==> config.mk <==
export PLATFORM = sky130hd
export DESIGN_NAME = cmd_parser
export DESIGN_NICKNAME = d
export VERILOG_FILES = /design/src/rtl/gpu_cmd_pkg.sv /design/src/rtl/cmd_skid2.sv /design/src/rtl/cmd_parser.sv
export SDC_FILE = /design/constraint.sdc
export NUM_CORES = 1
export LEC_CHECK = 0
export BUFFER_PORTS_ARGS = -buffer_cell sky130_fd_sc_hd__buf_2
export CORE_ASPECT_RATIO = 0.7
export CORE_UTILIZATION = 41
export CTS_BUF_LIST = sky130_fd_sc_hd__clkbuf_4 sky130_fd_sc_hd__clkbuf_8
export CTS_CLUSTER_DIAMETER = 100
export CTS_CLUSTER_SIZE = 14
export DETAILED_ROUTE_END_ITERATION = 7
export PLACE_DENSITY = 0.69
export SKIP_CTS_REPAIR_TIMING = 1
export SLEW_MARGIN = 20
export SYNTH_ARGS = -nofsm -noshare
export SYNTH_HDL_FRONTEND = slang
export SYNTH_HIERARCHICAL = 1
export SYNTH_SLANG_ARGS = --single-unit
==> constraint.sdc <==
create_clock -name clock -period 2.5 [get_ports clock]
set_input_delay 0.375 -clock clock [delete_from_list [all_inputs] [get_ports clock]]
set_output_delay 0.375 -clock clock [all_outputs]
set_load 0.01 [all_outputs]
==> src/rtl/gpu_cmd_pkg.sv <==
// Shared command-stream definitions: header field layout, opcode constants
// and the parser state encoding.
package gpu_cmd_pkg;

    localparam logic [7:0] OP_NOP = 8'h00;

    localparam int HDR_OP_MSB  = 31;
    localparam int HDR_OP_LSB  = 24;
    localparam int HDR_LEN_MSB = 15;
    localparam int HDR_LEN_LSB = 0;

    typedef enum logic [0:0] {
        HDR = 1'b0,
        PAY = 1'b1
    } parse_state_e;

    function automatic logic [7:0] hdr_opcode(input logic [31:0] word);
        return word[HDR_OP_MSB:HDR_OP_LSB];
    endfunction

    function automatic logic [15:0] hdr_len(input logic [31:0] word);
        return word[HDR_LEN_MSB:HDR_LEN_LSB];
    endfunction

endpackage

==> src/rtl/cmd_skid2.sv <==
// Two-entry skid buffer for FIFO read data. An empty buffer presents the
// incoming word directly at its head so a word can be consumed on arrival.
module cmd_skid2 #(
    parameter int BW = 32
) (
    input  logic          clock,
    input  logic          reset,
    input  logic          push,
    input  logic [BW-1:0] push_data,
    input  logic          pop,
    output logic          head_valid,
    output logic [BW-1:0] head_data,
    output logic [1:0]    count
);

    logic [BW-1:0] mem_r [2];
    logic          wr_ptr_r;
    logic          rd_ptr_r;
    logic [1:0]    count_r;

    // Storage, pointers and occupancy; a push with a same-cycle pop on an
    // empty buffer advances both pointers and leaves the count at zero.
    always_ff @(posedge clock) begin
        if (reset) begin
            mem_r[0] <= '0;
            mem_r[1] <= '0;
            wr_ptr_r <= 1'b0;
            rd_ptr_r <= 1'b0;
            count_r  <= 2'd0;
        end else begin
            if (push) begin
                mem_r[wr_ptr_r] <= push_data;
                wr_ptr_r        <= ~wr_ptr_r;
            end
            if (pop) begin
                rd_ptr_r <= ~rd_ptr_r;
            end
            count_r <= count_r + {1'b0, push} - {1'b0, pop};
        end
    end

    assign head_valid = (count_r != 2'd0) || push;
    assign head_data  = (count_r == 2'd0) ? push_data : mem_r[rd_ptr_r];
    assign count      = count_r;

endmodule

==> src/rtl/cmd_parser.sv <==
// Command stream parser: pops header/payload words from the command FIFO and
// emits one output beat per payload word (or per header-only command).
module cmd_parser
    import gpu_cmd_pkg::*;
#(
    parameter int BW   = 32,
    parameter int LENW = 16
) (
    input  logic          clock,
    input  logic          reset,
    input  logic          fifo_empty,
    input  logic [BW-1:0] fifo_q,
    output logic          fifo_rdreq,
    output logic          out_valid,
    input  logic          out_ready,
    output logic [7:0]    out_opcode,
    output logic [BW-1:0] out_data,
    output logic          out_first,
    output logic          out_last,
    output logic [15:0]   cmd_count
);

    parse_state_e   state_r;
    parse_state_e   state_next_s;
    logic [LENW-1:0] remaining_r;
    logic [LENW-1:0] remaining_next_s;
    logic [7:0]     opcode_r;
    logic [7:0]     opcode_next_s;
    logic           first_pend_r;
    logic           first_pend_next_s;

    logic           inflight_r;
    logic           rdreq_s;
    logic [1:0]     skid_count_s;
    logic           head_valid_s;
    logic [BW-1:0]  head_data_s;
    logic           pop_s;
    logic           consume_en_s;
    logic           accept_s;

    logic           load_s;
    logic [7:0]     beat_op_s;
    logic           beat_first_s;
    logic           beat_last_s;

    logic           out_valid_r;
    logic [7:0]     out_opcode_r;
    logic [BW-1:0]  out_data_r;
    logic           out_first_r;
    logic           out_last_r;
    logic [15:0]    cmd_count_r;

    // Request must see the live empty flag, so it cannot be registered.
    assign rdreq_s = !reset && !fifo_empty &&
                     (({1'b0, skid_count_s} + {2'b00, inflight_r}) < 3'd2);
    assign fifo_rdreq = rdreq_s;

    // Tracks the single read whose data appears on fifo_q next cycle.
    always_ff @(posedge clock) begin
        if (reset) begin
            inflight_r <= 1'b0;
        end else begin
            inflight_r <= rdreq_s;
        end
    end

    cmd_skid2 #(.BW(BW)) u_skid (
        .clock      (clock),
        .reset      (reset),
        .push       (inflight_r),
        .push_data  (fifo_q),
        .pop        (pop_s),
        .head_valid (head_valid_s),
        .head_data  (head_data_s),
        .count      (skid_count_s)
    );

    assign accept_s     = out_valid_r && out_ready;
    assign consume_en_s = !out_valid_r || out_ready;
    assign pop_s        = head_valid_s && consume_en_s;

    // Parser FSM state register.
    always_ff @(posedge clock) begin
        if (reset) begin
            state_r <= HDR;
        end else begin
            state_r <= state_next_s;
        end
    end

    // Next-state and beat formation for the word at the skid head.
    always_comb begin
        state_next_s      = state_r;
        remaining_next_s  = remaining_r;
        opcode_next_s     = opcode_r;
        first_pend_next_s = first_pend_r;
        load_s            = 1'b0;
        beat_op_s         = opcode_r;
        beat_first_s      = 1'b0;
        beat_last_s       = 1'b0;
        if (pop_s) begin
            case (state_r)
                HDR: begin
                    if (hdr_opcode(head_data_s) == OP_NOP) begin
                        state_next_s = HDR;
                    end else if (hdr_len(head_data_s) == 16'd0) begin
                        load_s       = 1'b1;
                        beat_op_s    = hdr_opcode(head_data_s);
                        beat_first_s = 1'b1;
                        beat_last_s  = 1'b1;
                    end else begin
                        opcode_next_s     = hdr_opcode(head_data_s);
                        remaining_next_s  = LENW'(hdr_len(head_data_s));
                        first_pend_next_s = 1'b1;
                        state_next_s      = PAY;
                    end
                end
                PAY: begin
                    load_s            = 1'b1;
                    beat_first_s      = first_pend_r;
                    beat_last_s       = (remaining_r == LENW'(1));
                    remaining_next_s  = remaining_r - LENW'(1);
                    first_pend_next_s = 1'b0;
                    if (remaining_r == LENW'(1)) begin
                        state_next_s = HDR;
                    end else begin
                        state_next_s = PAY;
                    end
                end
                default: begin
                    state_next_s = HDR;
                end
            endcase
        end else begin
            state_next_s = state_r;
        end
    end

    // Command context plus output beat register; beat fields only change
    // when a new beat is loaded, which keeps them stable under backpressure.
    always_ff @(posedge clock) begin
        if (reset) begin
            remaining_r  <= '0;
            opcode_r     <= 8'h00;
            first_pend_r <= 1'b0;
            out_valid_r  <= 1'b0;
            out_opcode_r <= 8'h00;
            out_data_r   <= '0;
            out_first_r  <= 1'b0;
            out_last_r   <= 1'b0;
            cmd_count_r  <= 16'd0;
        end else begin
            remaining_r  <= remaining_next_s;
            opcode_r     <= opcode_next_s;
            first_pend_r <= first_pend_next_s;
            if (consume_en_s) begin
                out_valid_r <= load_s;
                if (load_s) begin
                    out_opcode_r <= beat_op_s;
                    out_data_r   <= head_data_s;
                    out_first_r  <= beat_first_s;
                    out_last_r   <= beat_last_s;
                end
            end
            if (accept_s && out_last_r) begin
                cmd_count_r <= cmd_count_r + 16'd1;
            end
        end
    end

    assign out_valid  = out_valid_r;
    assign out_opcode = out_opcode_r;
    assign out_data   = out_data_r;
    assign out_first  = out_first_r;
    assign out_last   = out_last_r;
    assign cmd_count  = cmd_count_r;

endmodule

* After elaboration in Yosys (flattened, before gate mapping) *
Memory sizes are Yosys's and may differ from the RTL's. A register that Yosys moved wholly into a read port is not among the register bits.
Cells that the tools add are included.

storage, ports and cells
  word-level logic and storage cells = 80
  memories kept = 1
  input port bits = 36
  output and inout bits = 60
  flip-flop bits (word level) = 90
  bits in writable memories = 64

memory list
  memory        words  bits a word  read ports  clocked after memory_dff  wr ports  RTL line         text
  u_skid.mem_r  2      32           1           1                         2         cmd_skid2.sv:16  logic [BW-1:0] mem_r [2];

operators by class
  magnitude comparators = 1
  equality and inequality tests = 3
  bitwise logic cells = 5
  $add $sub $neg = 5
  reductions and logical operators = 18
  mux-type cells = 33

operators with widths
  operator                                                                 count
  32-bit 2-to-1 mux                                                        2
  16-bit 2-to-1 mux                                                        2
  8-bit 2-to-1 mux                                                         4
  16-bit case mux with 2 select lines                                      1
  32-bit OR reduction                                                      1
  1-bit 2-to-1 mux                                                         19
  16-bit by 1-bit adder with 16-bit output (second input constant)         1
  16-bit by 1-bit equality test with 1-bit output (second input constant)  1
  16-bit zero test                                                         1
  16-bit by 1-bit subtractor with 16-bit output (second input constant)    1
  1-bit case mux with 2 select lines                                       5
  8-bit zero test                                                          1
  1-bit logical AND                                                        5
  1-bit inverter                                                           5
  2-bit != test (second input constant)                                    2
  4-bit AND reduction                                                      1
  2-bit by 1-bit adder with 3-bit output                                   1
  1-bit zero test                                                          3
  3-bit by 2-bit < comparator with 1-bit output (second input constant)    1
  3-bit AND reduction                                                      1
  2-bit by 1-bit adder with 2-bit output                                   1
  2-bit zero test                                                          1
  1-bit logical OR                                                         2
  2-bit AND reduction                                                      1
  2 further kinds                                                          2

* Depth between registers and ports, before layout *
Gate-level depths: netlist of the first run.

  word-level depth = 8
  depth in mapped cells = 12
  depth with buffers taken out = 8

* By module *
The synthesis of the first run kept the hierarchy.

by module, submodules not included
  module      cells an instance  area each (sq um)  times used
  cmd_parser  459                4003.8             1
  cmd_skid2   271                3460.8             1

* Least setup slack after synthesis of the first run *
No wires, ideal clock.

  kind = register -> register
  start = reg with a tool-made name
  end = reg out_data_r[19], in the netlist out_data[19]
  arrival time = 2.411 ns
  slack = -0.043 ns
  period minus slack after synthesis = 2.543 ns
  stages on the path, launching flop included = 12
  cells stage by stage = dfxtp_1 buf_2 buf_2 mux2i_1 a21oi_2 or4_4 o211ai_4 o21ai_2 buf_2 buf_2 nand2_1 a21oi_1

RTL lines
  what                    RTL line           text
  end signal: assignment  cmd_parser.sv:160  out_data_r <= head_data_s;
  end: declaration        cmd_parser.sv:48   logic [BW-1:0] out_data_r;

==> impl_summary.md, run 1 <==
Route
The count of nets left with antenna violations once routing finished came out at 0. Before antenna repair, the detailed router went through 5 iterations. The detailed router placed 5861 vias in this run. The DRC violation total after the first TritonRoute iteration is approximately 430. Summed over all layers, the routed wires come to 18.6 mm. The remaining routing DRC violations is 0. Dividing the detail-routed via count by the number of cells gives around 5.3. The routed length per instance is 16.8 um.

STA
The transition at the pin with the smallest max-transition slack is 0.602 ns. The period utilization is 99.6%. Measured against its own limit, the worst slew margin works out to slightly below 60%. The worst clock skew is 0.0171 ns. The final number of max-transition violations is 0. The count of final hold-check violations is 0.

The setup TNS is 0 ns. Setup repair after global routing could not meet its margin everywhere. The time the worst path needs with I/O delays and setup is 2.49 ns. The maximum frequency from static timing analysis is about 0.4 GHz. Setup violations remaining at the end of the flow were counted as 0. Final hold analysis gives a worst-case slack of ~0.12 ns.

Pwr
The cell area power density is 1160 mW/mm^2. The maximum vdd drop is 0.452 mV. The sum of internal, switching and leakage power is about 11000 uW.

The leakage component of the power is between 0.003 and 0.004 uW.

Floorplan
The region available for standard cell placement spans 0.0175 mm^2. 96 I/O pins were placed. The floorplan step defined a die boundary enclosing 0.0188 mm^2. The initial core utilization is 42.7%.

Measured along the x axis, the die boundary spans 163 um. The overall die height is 115 um. The floorplan has 40 rows.

Worst setup path
For the worst flop-to-flop path, the logic depth is 11. The critical path ends at out_data[3]$_SDFFE_PP0P_. The sort of element at the start of the critical path is a register. The highest net fanout along the worst path is 9. Setup slack on the worst reg-to-reg path comes out at approximately 0.010 ns.

The critical path capture point type is a register. By startpoint and endpoint, the worst setup path is classified as reg -> reg. The endpoint arrival time on the critical path is 2.82 ns. STA puts the critical path data required time at roughly 2.8 ns. The terminus of the critical flop-to-flop path is out_data[3]$_SDFFE_PP0P_.

GRT
The via count of the first global-routing pass was 5492. The first global-routing pass estimated 28.9 mm of wire. The global-route congestion overflow total is 0.

The number of antenna violations at the first check in global routing is 0. The pin count of the biggest net entering global routing is 46. In the global route stage, overall resource usage came out at about a fifth.

Clocking
The number of H-tree levels is 4. Clock-pin slew was measured on the worst setup and hold paths at roughly 0.090 ns. The clock tree root driver cell is clkbuf_8. In this run, CTS created clock tree buffers numbering 17.

For the worst-skew pair, the clock arrives at the later sink with an insertion delay of 0.46 ns. The clock tree buffer depth is 2. The clock tree from TritonCTS is done. Clock tree synthesis found a total of 155 sinks.

Cells and area
From synthesis to final layout, the design area changed by 24.3%. 0 antenna diodes ended up in the layout. The share of the core filled with cells is 53.1%. The final net count is 908. The post-route netlist has 32.5% of its cells at a drive strength greater than 1. Excluding fillers, the count of instances in the completed layout stands at 1111.

Place
The last weighted congestion value of the routability-driven placer is between 0.8 and 0.9. Counting tap cells, the placed design contains a total of ~1100 instances. The placed wire-length estimate after detailed placement is between 10 and 15 mm. The quantity of I/O buffers inserted on ports is 95.

Yosys
The post-synthesis instance area is 0.00746 mm^2. The number of nets in the synthesized netlist is 771. In this run, synthesis inferred 64 flip-flops with an integrated enable. For this run, the leading register cell type out of synthesis is dfxtp_1. A synthesized cell averages slightly above 10 um^2.

Of all flip-flops after synthesis, the portion carrying an async set or reset was 0%. The number of synthesized register bits is 155. The number of different library cells in the post-synthesis netlist is 65. During synthesis, Yosys emitted a total of 6 warnings. The share of the Yosys chip area taken by registers is 50.2%. The number of standard cells after synthesis is 730.

Flow run
The max-capacitance violation count is 0.

Outcome
The run finished with clean final reports.

Worst hold path
The worst hold-check path type is in -> reg.
-- metal layers --
layer  up-vias  track usage [%]  part of all wire (%)
met5         -                0                     0
met4         0             5.92                   1.1
met3        14             4.58                   5.9
met2       176             29.4                    43
met1      2815             28.9                    50
li1       2856                -                     -
-- stage by stage --
step | area (um^2) | worst slack [ns]
after detailed placement | 8550 | 0.0543
final | 9280 | 0.0102
after CTS | 8970 | 0.0255
after global routing | 9280 | -0.0893
after global placement | 8550 | 0.0532
after floorplan | 7470 | 0.0320
-- sequential cells by signal, summed over array words and instances (netlist names), named ones only --
name and cells:
state_r 1, out_last 1, u_skid/mem_r 64, cmd_count 16, u_skid/rd_ptr_r 1, first_pend_r 1, opcode_r 8, out_data 32
out_opcode 8, remaining_r 16, u_skid/wr_ptr_r 1, u_skid/count 2, out_first 1, inflight_r 1, out_valid 1
-- worst min-delay path by stage --
stage | from | to | cells past startpoint
4_1_cts | fifo_empty | inflight_r$_SDFF_PP0_ | 2
6_report | fifo_empty | inflight_r$_SDFF_PP0_ | 2
3_5_place_dp | out_data[28]$_SDFFE_PP0P_ | out_data[28]$_SDFFE_PP0P_ | 2
2_1_floorplan | u_skid/count[1]$_SDFF_PP0_ | inflight_r$_SDFF_PP0_ | 1
5_1_grt | fifo_empty | inflight_r$_SDFF_PP0_ | 2
3_3_place_gp | out_data[0]$_SDFFE_PP0P_ | out_data[0]$_SDFFE_PP0P_ | 2
-- cell usage after synthesis, drive strengths merged (4+ instances only) --
master	n	area, um^2
a211oi	11	123
a21o	4	30.0
a21oi	79	531
and2	65	407
and3	4	25.0
buf	29	201
clkbuf	20	75.1
dfxtp	91	1820
edfxtp	64	1920
ha	5	62.6
inv	12	45.0
mux2i	52	521
nand2	88	330
nand2b	4	25.0
nand3	6	30.0
nand4	9	71.3
nor2	52	195
nor2b	5	31.3
nor3	41	221
nor4	11	144
o21ai	15	78.8
or4	4	41.3
xnor2	7	61.3
xor2	11	96.3
-- cell type report --
cell class                      instances  area, um^2
Clock buffer                           21         270
Clock inverter                         11         143
Fill cell                            1597        8190
Inverter                               12        45.0
Multi-Input combinational cell        514        3560
Sequential cell                       155        3750
Tap cell                              231         289
Timing Repair Buffer                  167        1220
-- power by group --
| part | internal (uW) | switching [uW] |
|---|---|---|
| logic | 2380 | 2860 |
| clock network | 1050 | 943 |
| registers | 3150 | 384 |
-- placed cells by master, fill, tap and decap left out, types with 4 or more instances in the layout --
cell type / netlist / final
mux2i_4: 0 / 5
a21oi_1: 47 / 38
and2_1: 65 / 65
nand4_1: 8 / 8
nand3_1: 6 / 6
nand2_1: 88 / 86
nor2b_1: 5 / 5
a21oi_2: 30 / 38
mux2i_1: 52 / 44
o21ai_0: 10 / 9
a211oi_2: 8 / 8
buf_4: 1 / 56
xnor2_1: 7 / 7
o21ai_1: 4 / 4
nor2_1: 52 / 51
nor4_4: 5 / 5
clkbuf_8: 0 / 18
ha_1: 5 / 5
edfxtp_1: 64 / 64
and3_1: 4 / 4
nor4_1: 6 / 6
inv_1: 12 / 12
nand2b_1: 4 / 4
a21o_1: 4 / 4
dfxtp_1: 91 / 89
buf_12: 0 / 11
nor3_2: 1 / 4
nor3_1: 39 / 35
buf_2: 17 / 94
xor2_1: 11 / 11
-- critical path, cell delays in order (launching register included) --
cell and delay [ns]:
dfxtp_4 0.42, buf_12 0.18, mux2i_4 0.27, a21oi_4 0.10
nor4_4 0.42, and4_4 0.32, buf_4 0.14, a21oi_4 0.06
buf_12 0.16, clkbuf_16 0.16, nand2_1 0.06, a21oi_1 0.05
-- logic make-up after synthesis --
group	Yosys count	share of synthesized area, %
AOI/OAI and AO/OA	133	13.1
xor gates and xnor gates	19	2.41
adders and majority gates	5	0.838
buffers and inverters	61	4.31
DFF	155	50.2
muxes	53	7.12
and+or+nand+nor	304	22.1
(Power assumes the default switching activity.)
==> inputs of run 2 (changes only) <==
--- a/config.mk
+++ b/config.mk
@@ -5,7 +5,7 @@
 export SDC_FILE = /design/constraint.sdc
 export NUM_CORES = 1
 export LEC_CHECK = 0
-export BUFFER_PORTS_ARGS = -buffer_cell sky130_fd_sc_hd__buf_2
+export BUFFER_PORTS_ARGS = -buffer_cell sky130_fd_sc_hd__buf_4
 export CORE_ASPECT_RATIO = 0.7
 export CORE_UTILIZATION = 41
 export CTS_BUF_LIST = sky130_fd_sc_hd__clkbuf_4 sky130_fd_sc_hd__clkbuf_8
@@ -14,7 +14,7 @@
 export DETAILED_ROUTE_END_ITERATION = 7
 export PLACE_DENSITY = 0.69
 export SKIP_CTS_REPAIR_TIMING = 1
-export SLEW_MARGIN = 20
+export SLEW_MARGIN = 40
 export SYNTH_ARGS = -nofsm -noshare
 export SYNTH_HDL_FRONTEND = slang
 export SYNTH_HIERARCHICAL = 1
==> run 2 against run 1 <==
Effect of this change:
- sequential share of layout area decreased by 0.060 points
- worst setup slack hardly changed
- register-to-register slack about the same
- hold slack worse by 0.016 ns
- power down 2.3%
- critical path depth down 1
- flip-flop and latch count did not move
- clock skew down 0.0012 ns
- non-clock buffer count increased by 1
==> impl_summary.md, run 2 (synthesis gave the netlist of run 1 again) <==
Worst setup path
The signal on the critical path passes through buf_12, mux2i_1, a21oi_2, or4_4, o211ai_4, buf_4, nor3_4, buf_12, mux2i_1, a211oi_2. STA puts the critical path data required time at 2.89 ns. Counting both buffers and inverters, the worst setup path holds a total of 3. The sort of element at the start of the critical path is a register. The kind of critical path is reg -> reg. The slowest stage cell on the critical path is or4_4. The largest single stage delay on the critical path is 0.58 ns. The highest net fanout along the worst path is 9. The family of cells with the greatest summed delay on the critical path is simple AND/OR/NAND/NOR gates. The critical path capture point type is a register. Data on the critical path arrives at its endpoint at roughly 2.9 ns.

GRT
The via count of the first global-routing pass was 5417. Global routing consumed, over all layers together, 19.6% of the routing resources. Entering global routing, the biggest net connects just over 50 pins. The global-route congestion overflow total is 0. The first global-routing pass estimated between 20 and 30 mm of wire. The number of antenna violations at the first check in global routing is 0.

Clocking
The clock transition at the registers of the reported paths is 0.08 ns. The clock tree buffer depth is 2. The clock tree from TritonCTS is done. The number of H-tree levels is 4.

The clock insertion delay at the later pin of the skew report is roughly 0.46 ns. The clock buffer count from CTS is 17. Clock tree synthesis selected as its root buffer the cell clkbuf_8. CTS saw 155 sinks.

STA
The time the worst path needs with I/O delays and setup is 2.49 ns. The worst path uses 99.6% of the clock period. Across the routed clock network, the largest skew measured is 0.0159 ns. The worst slew margin relative to its limit is 50.4%. Setup repair after global routing could not meet its margin everywhere. The worst setup margin is between 0.01 and 0.015 ns. For the pin with the worst max-slew slack, the measured transition is 0.741 ns. The maximum frequency from static timing analysis is 0.402 GHz.

The count of final hold-check violations is 0. The number of setup violations in the final report is 0. On the final layout, the worst hold slack is a little over 0.1 ns. The final number of max-transition violations is 0.

Route
The number of vias per cell is 5.19. After detailed routing, the average wire length per cell comes to roughly 16 um. The first routing iteration left approximately 450 violations. In the routed design, unresolved DRC markers number 0.

The total detailed-routing wirelength is approximately 18 mm. The count of nets left with antenna violations once routing finished came out at 0. The first-pass iteration count of the detailed router is 4. The routed layout has approximately 5800 vias.

Cells and area
The total inserted antenna cells is 0. The library cell used most frequently in the layout, excluding fill and tap cells, is buf_4. The layout overhead on the synthesized area is 24.5%.

Ranked by flip-flop count, first place goes to u_skid/mem_r. Of the cells placed in the final design, the portion with a size suffix greater than 1 is between 30% and 40%. In the layout the commonest cells are buf_4, dfxtp_1, nand2_1. The flip-flop count of the largest register after layout is 64. Excluding fillers, the count of instances in the completed layout stands at 1112. The final net count is between 900 and 1000.

Pwr
The leakage component of the power is roughly 0.0036 uW. The maximum vdd drop is 0.484 mV. The sum of internal, switching and leakage power is 10500 uW.

The cell area power density is 1130 mW/mm^2.

Floorplan
The boundary pin count is 96. The initial core utilization is 42.7%. The row count is 40. The floorplan step set the die width to 163 um. The core region is 0.0175 mm^2. The die covers roughly 0.019 mm^2.

The die is 115 um tall.

Worst hold path
The startpoint identified for the worst hold timing path is fifo_empty. The worst hold path belongs to the class in -> reg.

Outcome
The run finished with clean final reports.

Place
At the end of routability-driven placement, the weighted congestion stood at 0.854. The quantity of I/O buffers inserted on ports is 95. Detailed placement finished with a half-perimeter wire length of 12.6 mm. At the placement stage, the worst setup path has a slack of -0.0171 ns. The placed cell count is 1075.

Flow run
The max-capacitance violation count is 0.
## run 2: cell count changes in the layout (fill, tap and decap cells not counted), sizes merged
cell and change:
inv +1, bufinv -1, clkinv -2, clkinvlp +1, clkbuf -2, buf +4
## run 2: final timing paths
path | endpoint | slack [ns] | cells after the start
max | out_opcode[2]$_SDFFE_PP0P_ | 0.01 | 10
max reg2reg | out_opcode[2]$_SDFFE_PP0P_ | 0.01 | 10
min | inflight_r$_SDFF_PP0_ | 0.10 | 2
min reg2reg | out_data[9]$_SDFFE_PP0P_ | 0.45 | 2
## run 2: cell type report
type / instances / area [um^2]
Fill cell: 1564 / 8170
Clock inverter: 10 / 115
Timing Repair Buffer: 168 / 1360
Clock buffer: 22 / 284
Tap cell: 231 / 289
Sequential cell: 155 / 3750
Multi-Input combinational cell: 514 / 3450
Inverter: 12 / 45.0
## run 2: worst register-to-register path, stage by stage, from the launching register on
cell and delay [ns]:
dfxtp_4 0.38, buf_12 0.14, mux2i_1 0.25, a21oi_2 0.09
or4_4 0.58, o211ai_4 0.27, buf_4 0.17, nor3_4 0.04
buf_12 0.15, mux2i_1 0.13, a211oi_2 0.20
## run 2: power breakdown
group | leakage, uW | switching, uW | internal [uW]
combinational | 0.00203 | 2720 | 2350
sequential | 0.00141 | 371 | 3150
clock | 0.000204 | 941 | 975
## run 2: routing by layer
| metal | part of all wire (%) | up-vias | global-route usage [%] | routed length [um] |
|---|---|---|---|---|
| met1 | 50 | 2741 | 28.0 | 8900 |
| met3 | 5.3 | 22 | 4.58 | 938 |
| met5 | 0 | - | 0 | 0 |
| met4 | 1.7 | 0 | 7.29 | 302 |
| met2 | 43 | 156 | 28.8 | 7640 |
| li1 | - | 2854 | - | - |
## run 2: through the flow
step / setup TNS (ns) / area (um^2) / utilization, %
2_1_floorplan: 0 / 7470 / -
3_3_place_gp: 0 / 8780 / 50.3
3_5_place_dp: -0.0329 / 8780 / 50.3
4_1_cts: -0.0684 / 9180 / 52.6
5_1_grt: -2.04 / 9300 / 53.2
6_report: 0 / 9300 / 53.2
==> inputs of run 3 (changes only) <==
==> constraint.sdc (replaced) <==
create_clock -name clock -period 2.1 [get_ports clock]
set_input_delay 0.315 -clock clock [delete_from_list [all_inputs] [get_ports clock]]
set_output_delay 0.315 -clock clock [all_outputs]
set_load 0.01 [all_outputs]
==> run 3 against run 2 <==
Effect of this change:
- the run now ends with negative setup slack left
- via count up 3.9%
- sequential share of layout area fell by 2.5 points
- critical path depth fell by 1
- combinational power is 37% higher
- final cell count increased by 2.7%
- maximum frequency is 0.50% lower
- count of clock-buffer cells in the layout fell by 3
- register-to-register slack worse by 0.41 ns
- non-clock buffer count increased by 30
- design area up 6.7%
- flip-flop and latch count did not move
- highest routed layer unchanged
==> impl_summary.md, run 3 (synthesis gave the netlist of run 1 again) <==
Outcome
The flow ran to the end, but the final reports show violations. The checks that failed: negative setup slack.

STA
The worst clock skew is 0.0109 ns. The period utilization is 119%. Setup repair after global routing could not meet its margin everywhere. At the pin with the least slew margin, the transition time is 0.753 ns. The final number of max-transition violations is 0. The count of final hold-check violations is 0. The setup TNS is -23.18 ns. The worst setup margin is -0.402 ns. The maximum frequency from static timing analysis is ~0.4 GHz.

The number of setup violations in the final report is 70. The worst slew margin relative to its limit is 49.8%. The time the worst path needs with I/O delays and setup is 2.50 ns.

Floorplan
From bottom edge to top edge, the die measures 115 um. The overall die width is 163 um. The row count is 40.

The die outline area is 0.0188 mm^2. For this configuration, the core starts out at a cell density of 42.7%. The core outline area is 0.0175 mm^2. The boundary pin count is 96.

Clocking
The clock tree root driver cell is clkbuf_8. Clock-pin slew was measured on the worst setup and hold paths at 0.08 ns. TritonCTS built the clock tree. Counting the buffers created by CTS gives 17. The clock sink count is about 160.

The clock tree buffer depth is 2. CTS built an H-tree with a depth of 4. The clock insertion delay at the later pin of the skew report is 0.47 ns.

Cells and area
The register containing the most flip-flops in the final layout is u_skid/mem_r. The top cell types in the final layout, fill and taps aside, are buf_4, dfxtp_1, nand2_1. The flip-flop count of the largest register after layout is 64. 0 antenna diodes ended up in the layout. The share of final-layout standard cells stronger than drive strength 1 is between 30% and 40%. Leaving out fill and tap cells, the most frequent cell in the layout is buf_4. For this run, the post-layout net count is 939. The layout overhead on the synthesized area is 32.9%. Excluding fillers, the count of instances in the completed layout stands at 1142.

GRT
The number of antenna violations at the first check in global routing is 0. The first global-routing pass estimated 30.1 mm of wire. The via count of the first global-routing pass was 5738. Entering global routing, the biggest net connects 59 pins.

For this run the aggregate overflow at the end of global routing stands at 0. Global routing used around a fifth of the available tracks.

Worst hold path
In this run the most critical hold path is launched from fifo_empty. The min-delay analysis places its worst path in the category in -> reg.

Worst setup path
The terminus of the critical flop-to-flop path is out_opcode[3]$_SDFFE_PP0P_. The sort of element at the start of the critical path is a register. STA puts the critical path data required time at about 2.5 ns. Along the worst path, the maximum fanout reaches 7. The setup path with the least slack is of type reg -> reg. The slack of the worst reg-to-reg path is -0.40 ns. The endpoint arrival time on the critical path is 2.88 ns.

The number of cells traversed by the worst register-to-register path is 9. The critical path ends at out_opcode[3]$_SDFFE_PP0P_. The worst setup path is captured at a register.

Place
The last weighted congestion value of the routability-driven placer is 0.868. The quantity of I/O buffers inserted on ports is 95. The worst slack at placement is -0.444 ns. The placed cell count is 1095. After legalization and detailed placement, the total HPWL measured 13.3 mm.

Route
The first TritonRoute pass finished after 4 iterations. The number of vias per cell is 5.25. The total vias in the final route is 5999. The final layout contains routed wiring with a total length of 19.8 mm.

For this block, the initial DRC count from the detailed router was 444. The remaining routing DRC violations is 0. After detailed routing, the average wire length per cell comes to around 17 um.

The count of nets left with antenna violations once routing finished came out at 0.

Pwr
The maximum vdd drop is 0.515 mV. For this design the total switching power over the nets is 5300 uW. The internal portion of the total power is roughly 8500 uW. For this design the ratio of total power to cell area is about 1400 mW/mm^2. The leakage component of the power is 0.00393 uW. The clock network fraction of total power is 18.7%. The share of total power dissipated in sequential elements is 30.7%. The proportion of total power due to net switching is 38.5%. The share of total power dissipated in combinational logic is 50.6%.

Flow run
The max-capacitance violation count is 0.
## run 3: power groups by stage
stage          logic (uW)  registers [uW]  clock network [uW]
4_1_cts              6140            4170                2620
3_3_place_gp         6030            4220                   0
5_1_grt              7480            4300                2740
2_1_floorplan        3930            4200                   0
6_report             6970            4230                2580
3_5_place_dp         6120            4230                   0
## run 3: through the flow
stage / util, % / power, uW / instance area (um^2) / hold WS (ns)
floorplan: - / 8130 / 7560 / 0.398
global placement: 51.4 / 10300 / 8980 / 0.441
detailed placement: 51.4 / 10300 / 8980 / 0.445
CTS: 54.0 / 12900 / 9430 / 0.0194
global route: 56.8 / 14500 / 9920 / 0.0275
finish: 56.8 / 13800 / 9920 / 0.0429
## run 3: final cells by class
| cell class | count | area [um^2] |
|---|---|---|
| tap | 231 | 289 |
| timing repair buffer | 198 | 1710 |
| clock inverter | 13 | 198 |
| sequential | 155 | 3750 |
| fill | 1489 | 7550 |
| inverter | 12 | 45.0 |
| multi-input combinational | 514 | 3680 |
| clock buffer | 19 | 249 |
## run 3: how the worst min path moves through the flow
stage	cells after the start	slack [ns]	endpoint
6_report	2	0.04	inflight_r$_SDFF_PP0_
5_1_grt	2	0.03	inflight_r$_SDFF_PP0_
4_1_cts	2	0.02	inflight_r$_SDFF_PP0_
3_5_place_dp	2	0.44	out_data[19]$_SDFFE_PP0P_
3_3_place_gp	2	0.44	out_data[5]$_SDFFE_PP0P_
2_1_floorplan	1	0.40	inflight_r$_SDFF_PP0_
## run 3: routing by layer
metal  vias up  track usage [%]  routed length (um)
met5         -                0                   0
met4         0             6.29                 225
met3        21             4.29                1140
met2       182             32.3                9150
met1      2884             29.1                9320
li1       2912                -                   -
## run 3: critical path, stage by stage, from the launching register on
cell and delay, ns:
dfxtp_4 0.43, buf_12 0.15, mux2i_4 0.22, a21oi_2 0.08
or4_4 0.57, o211ai_4 0.33, o21ai_4 0.09, buf_12 0.16
clkbuf_16 0.16, a211oi_2 0.20
